File: src/rtl/inst_scheduler_pkg.sv
// Shared opcode and scheduler-state definitions for the instruction scheduler.
package pkg_inst_sched;

    localparam int OPC_MSB = 31;
    localparam int OPC_LSB = 29;

    typedef enum logic [2:0] {
        OP_NOP   = 3'd0,
        OP_LOAD  = 3'd1,
        OP_STORE = 3'd2,
        OP_MOVE  = 3'd3,
        OP_FETCH = 3'd4,
        OP_EXEC  = 3'd5,
        OP_SYNC  = 3'd6,
        OP_RSVD  = 3'd7
    } op_t;

    typedef enum logic [1:0] {
        CHECK   = 2'd0,
        WAIT_HI = 2'd1,
        WAIT_LO = 2'd2,
        SETTLE  = 2'd3
    } sched_state_t;

endpackage

File: src/rtl/inst_scheduler_fifo.sv
// Synchronous FIFO with first-word-fall-through head and registered count/full.
module inst_fifo #(
    parameter int DEPTH = 8,
    parameter int WIDTH = 32,
    parameter int CNT_W = $clog2(DEPTH) + 1
) (
    input  logic             clk,
    input  logic             rst,
    input  logic             i_push,
    input  logic             i_pop,
    input  logic [WIDTH-1:0] i_wdata,
    output logic [WIDTH-1:0] o_head,
    output logic [CNT_W-1:0] o_count,
    output logic             o_full,
    output logic             o_empty
);

    localparam int AW = $clog2(DEPTH);

    logic [WIDTH-1:0] r_mem [DEPTH];
    logic [AW-1:0]    r_wptr;
    logic [AW-1:0]    r_rptr;
    logic [CNT_W-1:0] r_count;
    logic             r_full;
    logic             w_push;
    logic             w_pop;
    logic [CNT_W-1:0] w_count_nxt;

    assign w_push  = i_push && !r_full;
    assign w_pop   = i_pop && (r_count != '0);
    assign o_head  = r_mem[r_rptr];
    assign o_count = r_count;
    assign o_full  = r_full;
    assign o_empty = (r_count == '0);

    always_comb begin
        w_count_nxt = r_count;
        if (w_push && !w_pop) begin
            w_count_nxt = r_count + CNT_W'(1);
        end else if (w_pop && !w_push) begin
            w_count_nxt = r_count - CNT_W'(1);
        end
    end

    always_ff @(posedge clk) begin
        if (w_push) begin
            r_mem[r_wptr] <= i_wdata;
        end
    end

    always_ff @(posedge clk) begin
        if (rst) begin
            r_wptr  <= '0;
            r_rptr  <= '0;
            r_count <= '0;
            r_full  <= 1'b0;
        end else begin
            if (w_push) begin
                r_wptr <= r_wptr + AW'(1);
            end
            if (w_pop) begin
                r_rptr <= r_rptr + AW'(1);
            end
            r_count <= w_count_nxt;
            r_full  <= (w_count_nxt == CNT_W'(DEPTH));
        end
    end

endmodule

File: src/rtl/inst_scheduler.sv
// Queues host instruction words and issues each one to the control unit
// only when its execution resource is free.
module inst_scheduler
    import pkg_inst_sched::*;
#(
    parameter int DEPTH = 8,
    parameter int CNT_W = $clog2(DEPTH) + 1
) (
    input  logic             clk,
    input  logic             rst,
    input  logic [31:0]      h2f_io,
    input  logic             h2f_write,
    input  logic             sched_en,
    input  logic             err_clr,
    input  logic             ctrl_isrunning,
    input  logic             ldst_busy,
    input  logic             move_busy,
    input  logic             eu_busy,
    output logic [31:0]      issue_inst,
    output logic             issue_write,
    output logic [CNT_W-1:0] fifo_count,
    output logic             fifo_full,
    output logic             overflow,
    output logic             sched_idle
);

    sched_state_t r_state;
    logic [31:0]  r_issue_inst;
    logic         r_issue_write;
    logic         r_overflow;

    logic [31:0]  w_head;
    logic         w_empty;
    logic         w_full;
    op_t          w_op;
    logic         w_free;
    logic         w_issuable;
    logic         w_pop;

    inst_fifo #(
        .DEPTH (DEPTH),
        .WIDTH (32),
        .CNT_W (CNT_W)
    ) u_fifo (
        .clk     (clk),
        .rst     (rst),
        .i_push  (h2f_write),
        .i_pop   (w_pop),
        .i_wdata (h2f_io),
        .o_head  (w_head),
        .o_count (fifo_count),
        .o_full  (w_full),
        .o_empty (w_empty)
    );

    assign w_op = op_t'(w_head[OPC_MSB:OPC_LSB]);

    // NOP/reserved are always free; SYNC only drains once everything is quiet
    always_comb begin
        w_free     = 1'b1;
        w_issuable = 1'b0;
        unique case (w_op)
            OP_LOAD, OP_STORE: begin
                w_free     = !ldst_busy;
                w_issuable = 1'b1;
            end
            OP_MOVE: begin
                w_free     = !move_busy;
                w_issuable = 1'b1;
            end
            OP_FETCH, OP_EXEC: begin
                w_free     = !eu_busy;
                w_issuable = 1'b1;
            end
            OP_SYNC: begin
                w_free = !ldst_busy && !move_busy && !eu_busy
                         && !ctrl_isrunning;
            end
            default: begin
                w_free = 1'b1;
            end
        endcase
    end

    assign w_pop = (r_state == CHECK) && !w_empty && sched_en && w_free;

    always_ff @(posedge clk) begin
        if (rst) begin
            r_state       <= CHECK;
            r_issue_inst  <= '0;
            r_issue_write <= 1'b0;
            r_overflow    <= 1'b0;
        end else begin
            r_issue_write <= 1'b0;
            if (h2f_write && w_full) begin
                r_overflow <= 1'b1;
            end else if (err_clr) begin
                r_overflow <= 1'b0;
            end
            unique case (r_state)
                CHECK: begin
                    if (w_pop && w_issuable) begin
                        r_issue_inst  <= w_head;
                        r_issue_write <= 1'b1;
                        r_state       <= WAIT_HI;
                    end
                end
                WAIT_HI: begin
                    if (ctrl_isrunning) r_state <= WAIT_LO;
                end
                WAIT_LO: begin
                    if (!ctrl_isrunning) r_state <= SETTLE;
                end
                SETTLE: begin
                    r_state <= CHECK;
                end
            endcase
        end
    end

    assign issue_inst  = r_issue_inst;
    assign issue_write = r_issue_write;
    assign fifo_full   = w_full;
    assign overflow    = r_overflow;
    assign sched_idle  = w_empty && (r_state == CHECK)
                         && !ldst_busy && !move_busy && !eu_busy;

endmodule
File: config.mk
export PLATFORM = sky130hd
export DESIGN_NAME = inst_scheduler
export DESIGN_NICKNAME = d
export VERILOG_FILES = /design/src/rtl/inst_scheduler_pkg.sv /design/src/rtl/inst_scheduler_fifo.sv /design/src/rtl/inst_scheduler.sv
export SDC_FILE = /design/constraint.sdc
export NUM_CORES = 1
export LEC_CHECK = 0
export ABC_AREA = 0
export CORE_ASPECT_RATIO = 0.6
export CORE_MARGIN = 2
export CORE_UTILIZATION = 63
export CTS_BUF_LIST = sky130_fd_sc_hd__clkbuf_16
export CTS_CLUSTER_DIAMETER = 60
export DETAILED_ROUTE_END_ITERATION = 8
export PLACE_DENSITY = 0.85
export SETUP_SLACK_MARGIN = 0.15
export SYNTH_ARGS = -nofsm -noshare
export SYNTH_HDL_FRONTEND = slang
export SYNTH_HIERARCHICAL = 1
export SYNTH_SLANG_ARGS = --single-unit
File: constraint.sdc
create_clock -name clk -period 8.11 [get_ports clk]
set_input_delay 1.622 -clock clk [delete_from_list [all_inputs] [get_ports clk]]
set_output_delay 1.622 -clock clk [all_outputs]
set_load 0.005 [all_outputs]
Word level (Yosys, flattened, before mapping)
Memory sizes are Yosys's and may differ from the RTL's. A register that Yosys moved wholly into a read port is not among the register bits.
Cells that the tools add are included.
- add/subtract/negate cells: 4
- equal/unequal tests: 13
- mux-type cells: 15
- bitwise logic cells: 1
- reduce and logical (&&, ||, !) cells: 34
- operators with widths (operator ; count):
    logical AND 1 bit ; 16
    == test 3 bit, second input constant ; 3
    logical NOT 1 bit ; 8
    2-to-1 mux 4 bit ; 2
    one-hot mux 2 bit (4 select lines) ; 1
    adder 3 x 1 -> 3 bit, second input constant ; 2
    == test 3 x 2 -> 1 bit, second input constant ; 2
    2-to-1 mux 1 bit ; 6
    2-to-1 mux 2 bit ; 3
    2-to-1 mux 3 bit ; 2
    OR reduction 2 bit ; 3
    OR reduction 5 bit ; 1
    adder 4 x 1 -> 4 bit, second input constant ; 1
    == test 2 bit, second input constant ; 2
    == test 4 bit, second input constant ; 1
    logical NOT 4 bit ; 1
    != test 2 bit, second input constant ; 2
    one-hot mux 1 bit (4 select lines) ; 1
    nonzero test 4 bit ; 1
    subtractor 4 x 1 -> 4 bit, second input constant ; 1
    == test 3 x 1 -> 1 bit, second input constant ; 1
    AND reduction 3 bit ; 1
    == test 2 x 1 -> 1 bit, second input constant ; 1
    logical NOT 2 bit ; 1
    4 further kinds ; 4
- register bits: 47
- RAM bits: 256
- input port bits: 41
- output and inout bits: 40
- word-level logic and storage cells: 76
- memories kept: 1
- memories (memory ; words ; width ; read ports ; clocked after memory_dff ; write ports ; line ; RTL):
    u_fifo.r_mem ; 8 ; 32 ; 1 ; 1 ; 1 ; inst_scheduler_fifo.sv:20 ; logic [WIDTH-1:0] r_mem [DEPTH];

Logic depth before layout (Yosys ltp)
Gate-level depths: netlist (run 1).
- word-level depth: 11
- gate-level depth with buffers: 14
- depth with buffers taken out: 11

By module
Netlist (run 1), hierarchy kept.
- by module, submodules not included (module ; instances ; cells each ; area each (um2) ; sequential area each (um2)):
    inst_fifo ; 1 ; 451 ; 10271.1 ; 7967.6
    inst_scheduler ; 1 ; 180 ; 1805.5 ; 720.7

Worst setup path after synthesis (run 1)
No wires, ideal clock.
- path kind: input-to-reg
- start: input port h2f_write
- end: memory u_fifo.r_mem[0][0] (enable)
- setup time: 0.501 ns
- data arrival time: 4.831 ns
- required time: 7.609 ns
- path slack: 2.778 ns
- stages on the path: 2
- buffers on the path: 0
- cell sequence: nand2b_1 > nor4_1
- cells in the longest elaborated chain, start to end: 3
- RTL lines (element ; line ; RTL):
    start, declared ; inst_scheduler.sv:12 ; input logic h2f_write,
    logical AND 1 bit ; inst_scheduler_fifo.sv:29 ; assign w_push = i_push && !r_full;
    2-to-1 mux 1 bit ; inst_scheduler_fifo.sv:46 ; if (w_push) begin
    2-to-1 mux 1 bit (implied by the code) ; inst_scheduler_fifo.sv:47 ; r_mem[r_wptr] <= i_wdata;
    end, declared ; inst_scheduler_fifo.sv:20 ;
Every way passes these cells.

Worst setup path after layout (run 1)
- start: input port ldst_busy
- end: output port sched_idle
- cells in the longest elaborated chain, start to end: 4
- RTL lines (element ; line ; RTL):
    start, declared ; inst_scheduler.sv:16 ; input logic ldst_busy,
    logical NOT 1 bit ; inst_scheduler.sv:126 ; && !ldst_busy && !move_busy && !eu_busy;
    logical AND 1 bit (3 in series) ; inst_scheduler.sv:126 ;
    end, declared ; inst_scheduler.sv:24 ; output logic sched_idle
Every way passes these cells.

==> results of run 1 <==
worst max-delay path by stage:
| stage | end | slack [ns] | cells after the start |
|---|---|---|---|
| after floorplan | u_fifo/r_mem[0][0] | 2.78 | 2 |
| after global placement | sched_idle | 3.54 | 4 |
| after detailed placement | sched_idle | 3.49 | 4 |
| after CTS | sched_idle | 3.49 | 4 |
| after global routing | sched_idle | 3.42 | 4 |
| final | sched_idle | 3.50 | 4 |
state kept, by name, indices dropped and copies added (netlist names), named ones only:
register and cells:
issue_inst 32, issue_write 1, overflow 1, r_state 2
u_fifo/o_count 4, u_fifo/o_full 1, u_fifo/r_mem 256, u_fifo/r_rptr 3
u_fifo/r_wptr 3
placed cells by master (no fill, tap or decap), types with 10 or more instances in the layout:
cell type,Yosys,layout
buf_4,0,12
clkbuf_16,0,27
clkdlybuf4s50_1,0,79
dfxtp_1,50,47
edfxtp_1,256,256
inv_1,6,10
mux2_2,32,32
mux2i_1,35,35
mux4_2,64,64
nand2_1,14,14
nand2b_1,68,68
nor2_1,15,12
report_power, final:
group / internal (mW) / switching (mW)
Sequential: 1.77 / 0.0487
Combinational: 0.253 / 0.224
Clock: 0.669 / 0.539
Total: 2.70 / 0.812
cells by family after synthesis:
| group | Yosys count |
|---|---|
| adders and majority gates | 8 |
| muxes | 131 |
| buffers and inverters | 38 |
| AOI/OAI and AO/OA | 18 |
| xor gates and xnor gates | 7 |
| and+or+nand+nor | 123 |
| DFF | 306 |
through the flow:
step	power (mW)	hold WS, ns	std cells	utilization (%)
after floorplan	2.17	0.456	631	-
after global placement	2.30	0.453	938	69.6
after detailed placement	2.33	0.458	938	69.6
after CTS	3.53	0.470	988	74.0
after global routing	3.63	0.487	988	74.0
final	3.51	0.467	989	74.0
layout make-up:
class	count	area [µm²]	share of cell area, %
multi-input cells	287	3220	23.0
inverters	7	31.3	0.224
clock buffers	27	676	4.84
repair buffers	92	886	6.34
well taps	246	308	2.20
flip-flops and latches	306	8690	62.2
clock inverters	23	156	1.12
diodes	1	2.50	0.0179
synth_stat cells, types with 2 or more instances:
| library cell | count | area [µm²] |
|---|---|---|
| dfxtp_1 | 50 | 1000 |
| buf_2 | 7 | 35.0 |
| nor3_1 | 6 | 30.0 |
| buf_6 | 2 | 22.5 |
| xor2_1 | 3 | 26.3 |
| nor2b_1 | 2 | 12.5 |
| o31ai_1 | 2 | 15.0 |
| a211oi_1 | 2 | 15.0 |
| ha_1 | 8 | 100 |
| inv_1 | 6 | 22.5 |
| nand2_1 | 14 | 52.6 |
| mux2i_1 | 35 | 350 |
| xnor2_1 | 4 | 35.0 |
| nand2b_1 | 68 | 425 |
| buf_12 | 3 | 60.1 |
| edfxtp_1 | 256 | 7690 |
| nor2_1 | 15 | 56.3 |
| mux4_2 | 64 | 1440 |
| clkbuf_1 | 18 | 67.6 |
| a21oi_1 | 6 | 30.0 |
| mux2_2 | 32 | 360 |
| nand3_1 | 4 | 20.0 |
critical path: stages:
cell	delay (ns)
clkdlybuf4s50_1	0.45
nor3_1	0.23
and3_1	0.19
clkdlybuf4s50_1	0.49
layer usage:
layer  wire (µm)  part of all wire (%)  track usage (%)
met1       10300                    44             34.5
met2       11500                    49             39.5
met3        1330                   5.6             4.20
met4         457                   1.9             5.16
met5          13                 0.055                0
==> metrics.txt, run 1 <==
syn nets=680; WHS Endpoint=overflow; post-synthesis simple-gate area fraction=6.00%; fmax=217 MHz; Rows=39; TritonRoute pass-1 iters=5; leakage power total=4.42 nW; total negative slack=0 ns; Avg Cell Area, Syn=19.1 µm²; largest net degree at the start of global routing=84; Clock Root Buffer=clkbuf_16; Power Density=251 mW/mm²; fillers=1063; main combinational cell family by area after synthesis=multiplexers; overall routed net length=23.6 mm; post-synthesis sequential area ratio=71.9%; adder-cell share of the synthesized area=0.829%; I/O pin cnt=81; RSZ-0062 raised after global routing=false; Synth Area in XOR/XNOR=0.508%; Hold Path Cell Cnt=2; Max-Cap Viols=0; dpl ws=3.49 ns; Final Hold Viols=0; vias in the first global route=6339; setup violators final=0; number of synthesized register bits=306; critical path launch point type=input port; first-pass GRT wire length=36.6 mm; total clock sinks=306; compound-cell area share of the yosys netlist=1.08%; fin area=0.0140 mm²; Setup Buffers After CTS=0; number of distinct library cells after synthesis=46; initial antenna violation count=2; post-CTS resize count=0; DR iter-0 viols=459; Post-DP Area=0.0131 mm²; Port Buf Inserts=80; worst clock skew=0.00968 ns; multiplexer share of the synthesized area=17.8%; Initial Util=64.0%; CP arrival=2.99 ns; Slew Viols, Final=0; Synth Instances=631; period utilisation layout=56.9%; cts hold-fix bufs=0; CP Max Fanout=3; min-delay worst type=flip-flop to flip-flop; min-delay src=overflow; Die ar.=0.0203 mm²; GRT Total Usage=24.0%; RR Endpoint=issue_inst[27]; CTS buffer count=27; GRT Residual Overflow=0; R2R depth=8; final worst slack=3.50 ns; Req. time, crit path=6.49 ns; routed via count=6104; Reg clk slew, reported paths=0.07 ns; Worst Setup Path Type=input port to primary output; Detail Route Antenna Nets=0; Synth Flop Type=edfxtp_1; average wire per standard cell=23.9 µm; vias per std cell=6.17; fraction of registers with async set/reset=0%; Post-Syn Area=0.0121 mm²; CP startpoint=ldst_busy; Nets=770; Ys Warns=6; DR DRC count=0; Clk Latency, worst-skew pair=0.53 ns; Crit. End Element=primary output; minimum clock period=4.61 ns; DIE WIDTH=183 µm; CTS tree=built; layout cells sized above 1=22.5%; Placer Congestion=0.786; Die Span Y=111 µm; Slew @ Worst Pin=1.22 ns; EDFF count, synth=256; core area=0.0189 mm²; Final HPWL DP=13.1 mm; Slew headroom=18.6%; # H-tree levels=1; Peak VDD IR=0.168 mV; Reg2Reg Setup Slack=4.02 ns; deepest clock path buffer count=3; outcome=finished clean; area grow syn2layout=15.7%
Power figures use the tool's default switching activity.
==> inputs of run 2 (changes only) <==
--- a/config.mk
+++ b/config.mk
@@ -8,11 +8,11 @@
 export ABC_AREA = 0
 export CORE_ASPECT_RATIO = 0.6
 export CORE_MARGIN = 2
-export CORE_UTILIZATION = 63
+export CORE_UTILIZATION = 53
 export CTS_BUF_LIST = sky130_fd_sc_hd__clkbuf_16
 export CTS_CLUSTER_DIAMETER = 60
 export DETAILED_ROUTE_END_ITERATION = 8
-export PLACE_DENSITY = 0.85
+export PLACE_DENSITY = 0.77
 export SETUP_SLACK_MARGIN = 0.15
 export SYNTH_ARGS = -nofsm -noshare
 export SYNTH_HDL_FRONTEND = slang
==> constraint.sdc (replaced) <==
create_clock -name clk -period 3.87 [get_ports clk]
set_input_delay 0.774 -clock clk [delete_from_list [all_inputs] [get_ports clk]]
set_output_delay 0.774 -clock clk [all_outputs]
set_load 0.005 [all_outputs]
==> run 2 against run 1 <==
Against the previous run:
- core utilization fell by 10 points
- global-route usage fell by 3.3 points
- clock-buffer cell count rose by 1
- cell count rose by 7.1%
- power rose by 110%
- combinational power rose by 110%
- critical path depth rose by 2
- register-to-register slack got worse by 3.2 ns
- via count fell by 0.38%
==> metrics.txt, run 2 (synthesis gave the netlist of run 1 again) <==
Reg clk slew, reported paths=0.07 ns (about the same); DIE WIDTH=199 µm (+8.8%); GRT Residual Overflow=0 (unchanged); Slew @ Worst Pin=1.17 ns (-0.0505 ns); CP max-delay cell=clkdlybuf4s50_1; # H-tree levels=1 (unchanged); Slew Viols, Final=0 (unchanged); final cell utilization of the core=64.0% (-10 points); Register Area=0.00869 mm² (unchanged); largest net degree at the start of global routing=76 (-9.5%); vias in the first global route=6004 (-5.3%); total negative slack=0 ns (unchanged); Setup Buffers After CTS=0 (unchanged); routed via count=6081 (-0.38%); CP startpoint=u_fifo/o_count[1]; Worst Setup Path Type=flip-flop to primary output; Top reg by flops=u_fifo/r_mem; cts hold-fix bufs=0 (unchanged); RR Endpoint=u_fifo/o_full; layout cells sized above 1=23.7% (+1.2 points); diode count=0 (-1); setup violators final=0 (unchanged); CTS buffer count=28 (+3.7%); Final Hold Viols=0 (unchanged); first-pass GRT wire length=36.5 mm (-0.15%); Max-Cap Viols=0 (unchanged); vias per std cell=5.74 (-7.0%); area grow syn2layout=17.5%; outcome=finished clean; Largest register FFs=256 (unchanged); Slew headroom=22.0% (+3.4 points); GRT Total Usage=20.7% (-3.3 points); Clk Latency, worst-skew pair=0.55 ns (+0.02 ns); overall routed net length=24.1 mm (+2.0%); CP arrival=2.33 ns (-0.66 ns); Crit. End Element=primary output; critical path's largest stage delay=0.49 ns (about the same); Placer Congestion=0.772 (-1.8%); Req. time, crit path=3.10 ns (-3.39 ns); Port Buf Inserts=80 (unchanged); Nets=778 (+1.0%); Die Span Y=121 µm (+8.7%); fillers=1510 (+42%); DR DRC count=0 (unchanged); worst clock skew=0.00990 ns (+0.000223 ns); area of the multi-input gates=0.00323 mm² (+0.47%); Final HPWL DP=14.2 mm (+8.4%); most frequent cells in the layout=256 x edfxtp_1, 79 x clkdlybuf4s50_1, 68 x nand2b_1; min-delay worst type=flip-flop to flip-flop; core area=0.0222 mm² (+17%); CP Max Fanout=8 (+5); Clock Root Buffer=clkbuf_16; RSZ-0062 raised after global routing=false; Rows=42 (+7.7%); I/O pin cnt=81 (unchanged); Die ar.=0.0240 mm² (+18%); fmax=322 MHz; initial antenna violation count=0 (-2); Reg2Reg Setup Slack=0.78 ns (-3.24 ns); minimum clock period=3.10 ns; Detail Route Antenna Nets=0 (unchanged); period utilisation layout=80.2%; Power Density=531 mW/mm² (+110%); DR iter-0 viols=605 (+32%); fin area=0.0142 mm² (+1.5%); crit-path cells=inv_1, ha_1, or3b_4, clkinv_4, and3_1, clkdlybuf4s50_1; leakage power total=4.48 nW (+1.2%); critical path launch point type=flip-flop; CTS tree=built; Post-DP Area=0.0133 mm² (+1.1%); deepest clock path buffer count=3 (unchanged); R2R depth=11 (+3); Initial Util=54.5% (-9.5 points); TritonRoute pass-1 iters=5 (unchanged); post-CTS resize count=0 (unchanged); average wire per standard cell=22.7 µm (-4.7%); Peak VDD IR=0.408 mV (+140%); most common cell after layout, fill and taps aside=edfxtp_1; total clock sinks=306 (unchanged); CP Capture Point=sched_idle; hold slack=0.467 ns (+0.0000820 ns)
==> run 2: area by class of cell <==
type                            count  area share [%]
Sequential cell                   306            61.3
Clock buffer                       28            4.94
Inverter                            7           0.220
Timing Repair Buffer               99            6.61
Multi-Input combinational cell    287            22.8
Tap cell                          308            2.72
Clock inverter                     24            1.43
==> run 2: stage by stage <==
step | setup slack, ns | power, mW | cells
floorplan | 0.218 | 4.56 | 631
global placement | 0.947 | 4.85 | 1007
detailed placement | 0.793 | 4.90 | 1007
CTS | 0.750 | 7.58 | 1059
global route | 0.660 | 7.82 | 1059
finish | 0.768 | 7.54 | 1059
==> run 2: critical path, delay by kind of cell, from the launching register on <==
kind	cells	cell delay, ns
fa+ha+maj	1	0.16
simple gates	2	0.56
buf+inv	3	0.67
flops	1	0.39
==> run 2: how the worst min path moves through the flow <==
stage               slack, ns   endpoint  cells past startpoint             start
floorplan                0.46  flip-flop                      2  u_fifo/r_rptr[1]
global placement         0.46   overflow                      2          overflow
detailed placement       0.46   overflow                      2          overflow
CTS                      0.47   overflow                      2          overflow
global route             0.48   overflow                      2          overflow
finish                   0.47   overflow                      2          overflow
==> run 2: layer usage <==
metal | GRT usage (%) | part of all wire, % | vias to the layer above
met3 | 5.31 | 8.8 | 34
li1 | - | - | 2677
met4 | 4.06 | 1.5 | 0
met5 | 0 | 0 | -
met1 | 32.0 | 46 | 3123
met2 | 30.1 | 44 | 247
==> run 2: report_power, final <==
| group | total [mW] | internal (mW) | switching [mW] | leakage, nW |
|---|---|---|---|---|
| Combinational | 1.02 | 0.537 | 0.483 | 1.30 |
| Sequential | 3.80 | 3.71 | 0.0864 | 2.73 |
| Clock | 2.72 | 1.52 | 1.20 | 0.448 |
